[config.mk]
export PLATFORM = sky130hd
export DESIGN_NAME = arith_add_and_div_32
export DESIGN_NICKNAME = d
export VERILOG_FILES = /design/src/rtl/arith_add_and_div_32.sv
export SDC_FILE = /design/constraint.sdc
export NUM_CORES = 1
export LEC_CHECK = 0
export CAP_MARGIN = 10
export CORE_AREA = 2 2 163 165
export DETAILED_ROUTE_END_ITERATION = 16
export DIE_AREA = 0 0 165 167
export PLACE_DENSITY_LB_ADDON = 0.05
export SLEW_MARGIN = 20
export SYNTH_ARGS = -nofsm -noshare
export SYNTH_HDL_FRONTEND = slang
export SYNTH_SLANG_ARGS = --single-unit
[constraint.sdc]
create_clock -name Clock -period 9.05 [get_ports Clock]
set_input_delay 1.3575 -clock Clock [delete_from_list [all_inputs] [get_ports Clock]]
set_output_delay 1.3575 -clock Clock [all_outputs]
set_load 0.02 [all_outputs]
[src/rtl/arith_add_and_div_32.sv]
// Clocked 32-bit ADD / AND / signed DIV core with a packed 64-bit result.
// ADD and AND finish one cycle after Start; DIV is a 32-step restoring divider on
// operand magnitudes, with sign fix-up and divide-by-zero handling in a final cycle.
module arith_add_and_div_32 #(
  parameter int unsigned WIDTH     = 32,
  parameter int unsigned DIV_STEPS = 32
) (
  input  logic               Clock,
  input  logic               Clear,
  input  logic               Start,
  input  logic [1:0]         Op,
  input  logic [WIDTH-1:0]   Ain,
  input  logic [WIDTH-1:0]   Bin,
  input  logic               Cin,
  output logic [2*WIDTH-1:0] Zout,
  output logic               Cout,
  output logic               Busy,
  output logic               Done,
  output logic               DivZero
);

  localparam int unsigned CntW = $clog2(DIV_STEPS + 1);

  typedef enum logic [0:0] {StIdle, StDiv} state_e;

  state_e             state_q, state_d;
  logic [CntW-1:0]    cnt_q, cnt_d;
  logic [WIDTH-1:0]   rem_q, rem_d;
  logic [WIDTH-1:0]   quo_q, quo_d;
  logic [WIDTH-1:0]   dvs_q, dvs_d;
  logic [WIDTH-1:0]   dvd_q, dvd_d;   // raw dividend, returned as remainder on divide-by-zero
  logic               q_neg_q, q_neg_d;
  logic               r_neg_q, r_neg_d;
  logic               dz_q, dz_d;
  logic [2*WIDTH-1:0] zout_q, zout_d;
  logic               cout_q, cout_d;
  logic               done_q, done_d;
  logic               divzero_q, divzero_d;

  logic [WIDTH:0]     sum;
  logic [WIDTH-1:0]   a_abs, b_abs;
  logic [WIDTH:0]     shift, trial;
  logic [WIDTH-1:0]   quo_fix, rem_fix;

  // Fixed datapath pieces shared by the decode and the divider step
  always_comb begin
    sum     = {1'b0, Ain} + {1'b0, Bin} + {{WIDTH{1'b0}}, Cin};
    a_abs   = Ain[WIDTH-1] ? (~Ain + 1'b1) : Ain;
    b_abs   = Bin[WIDTH-1] ? (~Bin + 1'b1) : Bin;
    shift   = {rem_q, quo_q[WIDTH-1]};
    trial   = shift - {1'b0, dvs_q};
    quo_fix = q_neg_q ? (~quo_q + 1'b1) : quo_q;
    rem_fix = r_neg_q ? (~rem_q + 1'b1) : rem_q;
  end

  // Next-state: op decode in idle, one quotient bit per cycle while dividing, then fix-up
  always_comb begin
    state_d   = state_q;
    cnt_d     = cnt_q;
    rem_d     = rem_q;
    quo_d     = quo_q;
    dvs_d     = dvs_q;
    dvd_d     = dvd_q;
    q_neg_d   = q_neg_q;
    r_neg_d   = r_neg_q;
    dz_d      = dz_q;
    zout_d    = zout_q;
    cout_d    = cout_q;
    done_d    = 1'b0;
    divzero_d = divzero_q;

    unique case (state_q)
      StIdle: begin
        if (Start) begin
          unique case (Op)
            2'b00: begin
              zout_d    = {{WIDTH{1'b0}}, sum[WIDTH-1:0]};
              cout_d    = sum[WIDTH];
              done_d    = 1'b1;
              divzero_d = 1'b0;
            end
            2'b01: begin
              zout_d    = {{WIDTH{1'b0}}, Ain & Bin};
              cout_d    = 1'b0;
              done_d    = 1'b1;
              divzero_d = 1'b0;
            end
            2'b10: begin
              state_d = StDiv;
              cnt_d   = '0;
              rem_d   = '0;
              quo_d   = a_abs;
              dvs_d   = b_abs;
              dvd_d   = Ain;
              q_neg_d = Ain[WIDTH-1] ^ Bin[WIDTH-1];
              r_neg_d = Ain[WIDTH-1];
              dz_d    = (Bin == '0);
            end
            default: begin
              zout_d    = '0;
              cout_d    = 1'b0;
              done_d    = 1'b1;
              divzero_d = 1'b0;
            end
          endcase
        end
      end
      StDiv: begin
        if (cnt_q != CntW'(DIV_STEPS)) begin
          // trial MSB set means the shifted remainder was below the divisor: restore
          if (trial[WIDTH]) begin
            rem_d = shift[WIDTH-1:0];
            quo_d = {quo_q[WIDTH-2:0], 1'b0};
          end else begin
            rem_d = trial[WIDTH-1:0];
            quo_d = {quo_q[WIDTH-2:0], 1'b1};
          end
          cnt_d = cnt_q + 1'b1;
        end else begin
          state_d   = StIdle;
          done_d    = 1'b1;
          cout_d    = 1'b0;
          divzero_d = dz_q;
          zout_d    = dz_q ? {dvd_q, {WIDTH{1'b1}}} : {rem_fix, quo_fix};
        end
      end
      default: state_d = StIdle;
    endcase
  end

  // State and result registers; Clear aborts any division without producing a result
  always_ff @(posedge Clock or posedge Clear) begin
    if (Clear) begin
      state_q   <= StIdle;
      cnt_q     <= '0;
      rem_q     <= '0;
      quo_q     <= '0;
      dvs_q     <= '0;
      dvd_q     <= '0;
      q_neg_q   <= 1'b0;
      r_neg_q   <= 1'b0;
      dz_q      <= 1'b0;
      zout_q    <= '0;
      cout_q    <= 1'b0;
      done_q    <= 1'b0;
      divzero_q <= 1'b0;
    end else begin
      state_q   <= state_d;
      cnt_q     <= cnt_d;
      rem_q     <= rem_d;
      quo_q     <= quo_d;
      dvs_q     <= dvs_d;
      dvd_q     <= dvd_d;
      q_neg_q   <= q_neg_d;
      r_neg_q   <= r_neg_d;
      dz_q      <= dz_d;
      zout_q    <= zout_d;
      cout_q    <= cout_d;
      done_q    <= done_d;
      divzero_q <= divzero_d;
    end
  end

  assign Zout    = zout_q;
  assign Cout    = cout_q;
  assign Busy    = (state_q == StDiv);
  assign Done    = done_q;
  assign DivZero = divzero_q;

endmodule

==> impl_metrics.csv <==
group,metric,value,unit
critical_path,required,9.47,ns
synth,synth_fp_nets,1985,
critical_path,crit_cells,12,
critical_path,crit_path_start,"Ain[0]",
synth,synth-edff-count,0,
critical_path,crit_path_end_kind,"flop",
critical_path,crit_family,"compound AO/OA/AOI/OAI gates",
pwr,switchingPower,3.14,mW
pwr,p_total,6.79,mW
floorplan,die_h,167,um
global_routing,grt_pass1_vias,13500,
route,vias,14400,
finish,nets,2068,
critical_path,rr_worst_depth,14,
global_routing,antenna_found_initial,0,
global_routing,grt_pass1_wl,75600,um
route,dr.pass1.iters,7,
critical_path,cp_slowest_stage_delay,0.55,ns
critical_path,worstPathCellList,"clkdlybuf4s50_1, fa_1, fa_1, a21o_1, a21oi_1, o21ai_0, a21boi_0, o21ai_0, a21o_1, a311oi_1, o41ai_1, a22o_1",
clock_network,root_buffer,"clkbuf_16",
timing,final.min_clock_period,4.79,ns
route,met1Wirelength,21400,um
pwr,swShare,46.3,%
critical_path,endpoint,"Cout",
floorplan,num_rows,59,
pwr,clkPwrFrac,16.7,%
placement,dp_hpwl,34300,um
placement,placed_cell_area,0.0165,mm2
pwr,power_leakage,7.58,nW
floorplan,die_x,165,um
synth,synth_area,0.0149,mm2
route,post-route-drc-count,0,
finish,drive_gt1_share,4.78,%
clock_network,cts.clk_slew.worst_paths,0.06,ns
finish,area_delta_synth_final,16.8,%
critical_path,critPathSlowestCell,"clkdlybuf4s50_1",
route,vias_per_cell,6.33,
clock_network,clk_latency,0.54,ns
timing,period_share,52.9,%
pwr,peakVddDrop,0.816,mV
clock_network,cts_setup_buffers,0,
critical_path,crit_type,"in2reg",
synth,yosysMostFrequentCell,"nand2_1",
timing,rsz0062_at_grt,"false",
pwr,p_int,3.65,mW
synth,ys_async_sr_fraction,100,%
critical_path,cp.buffers_inverters,1,
synth,ys.flop_type,"dfrtp_1",
critical_path,arrival,5.20,ns
clock_network,cts.sinks,204,
synth,synth_area_leaders,"dfrtp_1 34%, nand2_1 7.7%, o21ai_0 6.5%, xor2_1 6.0%, ha_1 5.9%",
clock_network,tritoncts,"done",
synth,netlist.area_leader.share,34.2,%
timing,slew_headroom,25.7,%
timing,tightest_slew,1.11,ns
critical_path,reg2reg_slack,4.61,ns
finish,fin_cells,2280,
clock_network,cts_hold_buf,0,
route,wl_met3,3500,um
global_routing,track_usage,34.5,%
timing,max_freq,0.209,GHz
critical_path,r2r-end,"rem_q[12]",
pwr,powerDensity,389,mW/mm2
synth,yosysUniqueCellTypes,75,
finish,finalInstanceArea,0.0175,mm2
critical_path,cp-start-kind,"primary input",
synth,synth_common_cells,"305 x nand2_1, 204 x dfrtp_1, 193 x o21ai_0",
clock_network,cts_buffer_depth,3,
flow_run,drv_cap,0,
global_routing,grt_max_degree,127,
timing,hold_slack,0.475,ns
floorplan,core_area,0.0258,mm2
synth,ys_seq_area_share,34.2,%
placement,gp_congestion,0.954,
critical_path,reg2reg_from,"quo_q[31]",
route,dr_wl_met2,21300,um
synth,syn_inst,1842,
placement,place.port_buffers,137,
synth,ys_warn_count,0,
floorplan,die-area,0.0276,mm2
route,drt_iter0_drc,1562,
timing,setup_viol,0,
pwr,p_comb_share,56.9,%
clock_network,cts-buffers-inserted,26,
timing,finalHoldViolCount,0,
placement,dp_cells,2232,
route,final_antenna_net_count,0,
timing,clock-skew-final,0.0191,ns
route,wl_per_cell,20.8,um
synth,synth.ff_latch_count,204,
synth,syn_area_per_cell,8.12,um2
clock_network,cts-resized-gates,0,
timing,setup_tns,0,ns
route,wirelength,47500,um
timing,final_max_slew_viol_count,0,
synth,synth_top_area_cell,"dfrtp_1",
global_routing,globalRouteOverflowTotal,0,
pwr,p_seq_share,26.4,%
floorplan,start_util,58.0,%
route,dr.max_layer_used,"met4",
finish,antenna_cells,0,
status,outcome,"complete, no violations",
critical_path,cp_max_fo,6,
floorplan,io_pins,138,
min_path,hold_path_class,"reg2reg",
clock_network,cts_htree_levels,1,
area by class of cell:
type | count | area, um2
timing repair buffer | 154 | 1500
tap | 335 | 419
sequential | 204 | 5110
multi-input combinational | 1470 | 9230
inverter | 69 | 267
fill | 2152 | 8300
clock inverter | 13 | 183
clock buffer | 35 | 756
tightest hold or removal path, stage by stage, from the launching register on:
cell	delay (ns)
dfrtp_1	0.34
nand2_1	0.05
nand2_1	0.05
layout by cell type (no fill, tap or decap), types with 27 or more instances in the layout:
master,count
nand2_1,304
xnor2_1,68
a21oi_1,127
xor2_1,103
clkdlybuf4s50_1,137
o31ai_1,43
a21o_1,34
o21ai_0,193
nand3_1,38
nor2_1,107
dfrtp_1,202
inv_1,66
ha_1,70
clkbuf_16,27
metrics by stage:
step / worst slack [ns] / utilization [%]
after floorplan: 2.13 / -
after global placement: 3.85 / 64.1
after detailed placement: 3.76 / 64.1
after CTS: 4.32 / 67.8
after global routing: 3.95 / 67.8
final: 4.26 / 67.8
worst min-delay path by stage:
stage / slack, ns / depth (start not counted) / endpoint / startpoint
CTS: 0.48 / 2 / dvd_q[27] / dvd_q[27]
floorplan: 0.45 / 2 / dvd_q[23] / dvd_q[23]
global route: 0.49 / 2 / dvd_q[27] / dvd_q[27]
finish: 0.47 / 2 / dvd_q[27] / dvd_q[27]
detailed placement: 0.46 / 2 / dvd_q[27] / dvd_q[27]
global placement: 0.46 / 2 / dvd_q[4] / dvd_q[4]
power by group through the flow:
| stage | clock network, mW | registers (mW) | logic, mW |
|---|---|---|---|
| 2_1_floorplan | 0 | 1.77 | 2.74 |
| 3_3_place_gp | 0 | 1.77 | 3.72 |
| 3_5_place_dp | 0 | 1.79 | 3.79 |
| 4_1_cts | 1.14 | 1.78 | 3.83 |
| 5_1_grt | 1.19 | 1.85 | 4.26 |
| 6_report | 1.13 | 1.80 | 3.86 |
per-layer routing:
layer | global-route usage [%] | up-vias
li1 | - | 6740
met1 | 50.8 | 6998
met2 | 53.3 | 614
met3 | 4.21 | 82
met4 | 10.0 | 0
met5 | 0 | -
cell families (layout without fill, tap and decap cells):
logic type / after synthesis / after routing / synth area share, %
and+or+nand+nor: 614 / 614 / 18.9
AOI/OAI and AO/OA: 585 / 585 / 24.4
DFF: 204 / 204 / 34.2
xor gates and xnor gates: 172 / 172 / 10.1
buffers and inverters: 168 / 271 / 4.40
adders and majority gates: 73 / 73 / 6.26
muxes: 26 / 26 / 1.74
registers in the layout, indices dropped and copies added (netlist names), 6 cells and up:
name,count
quo_q,32
dvs_q,32
dvd_q,32
rem_q,32
cnt_q,6
Zout,64
(Power assumes the default switching activity.)
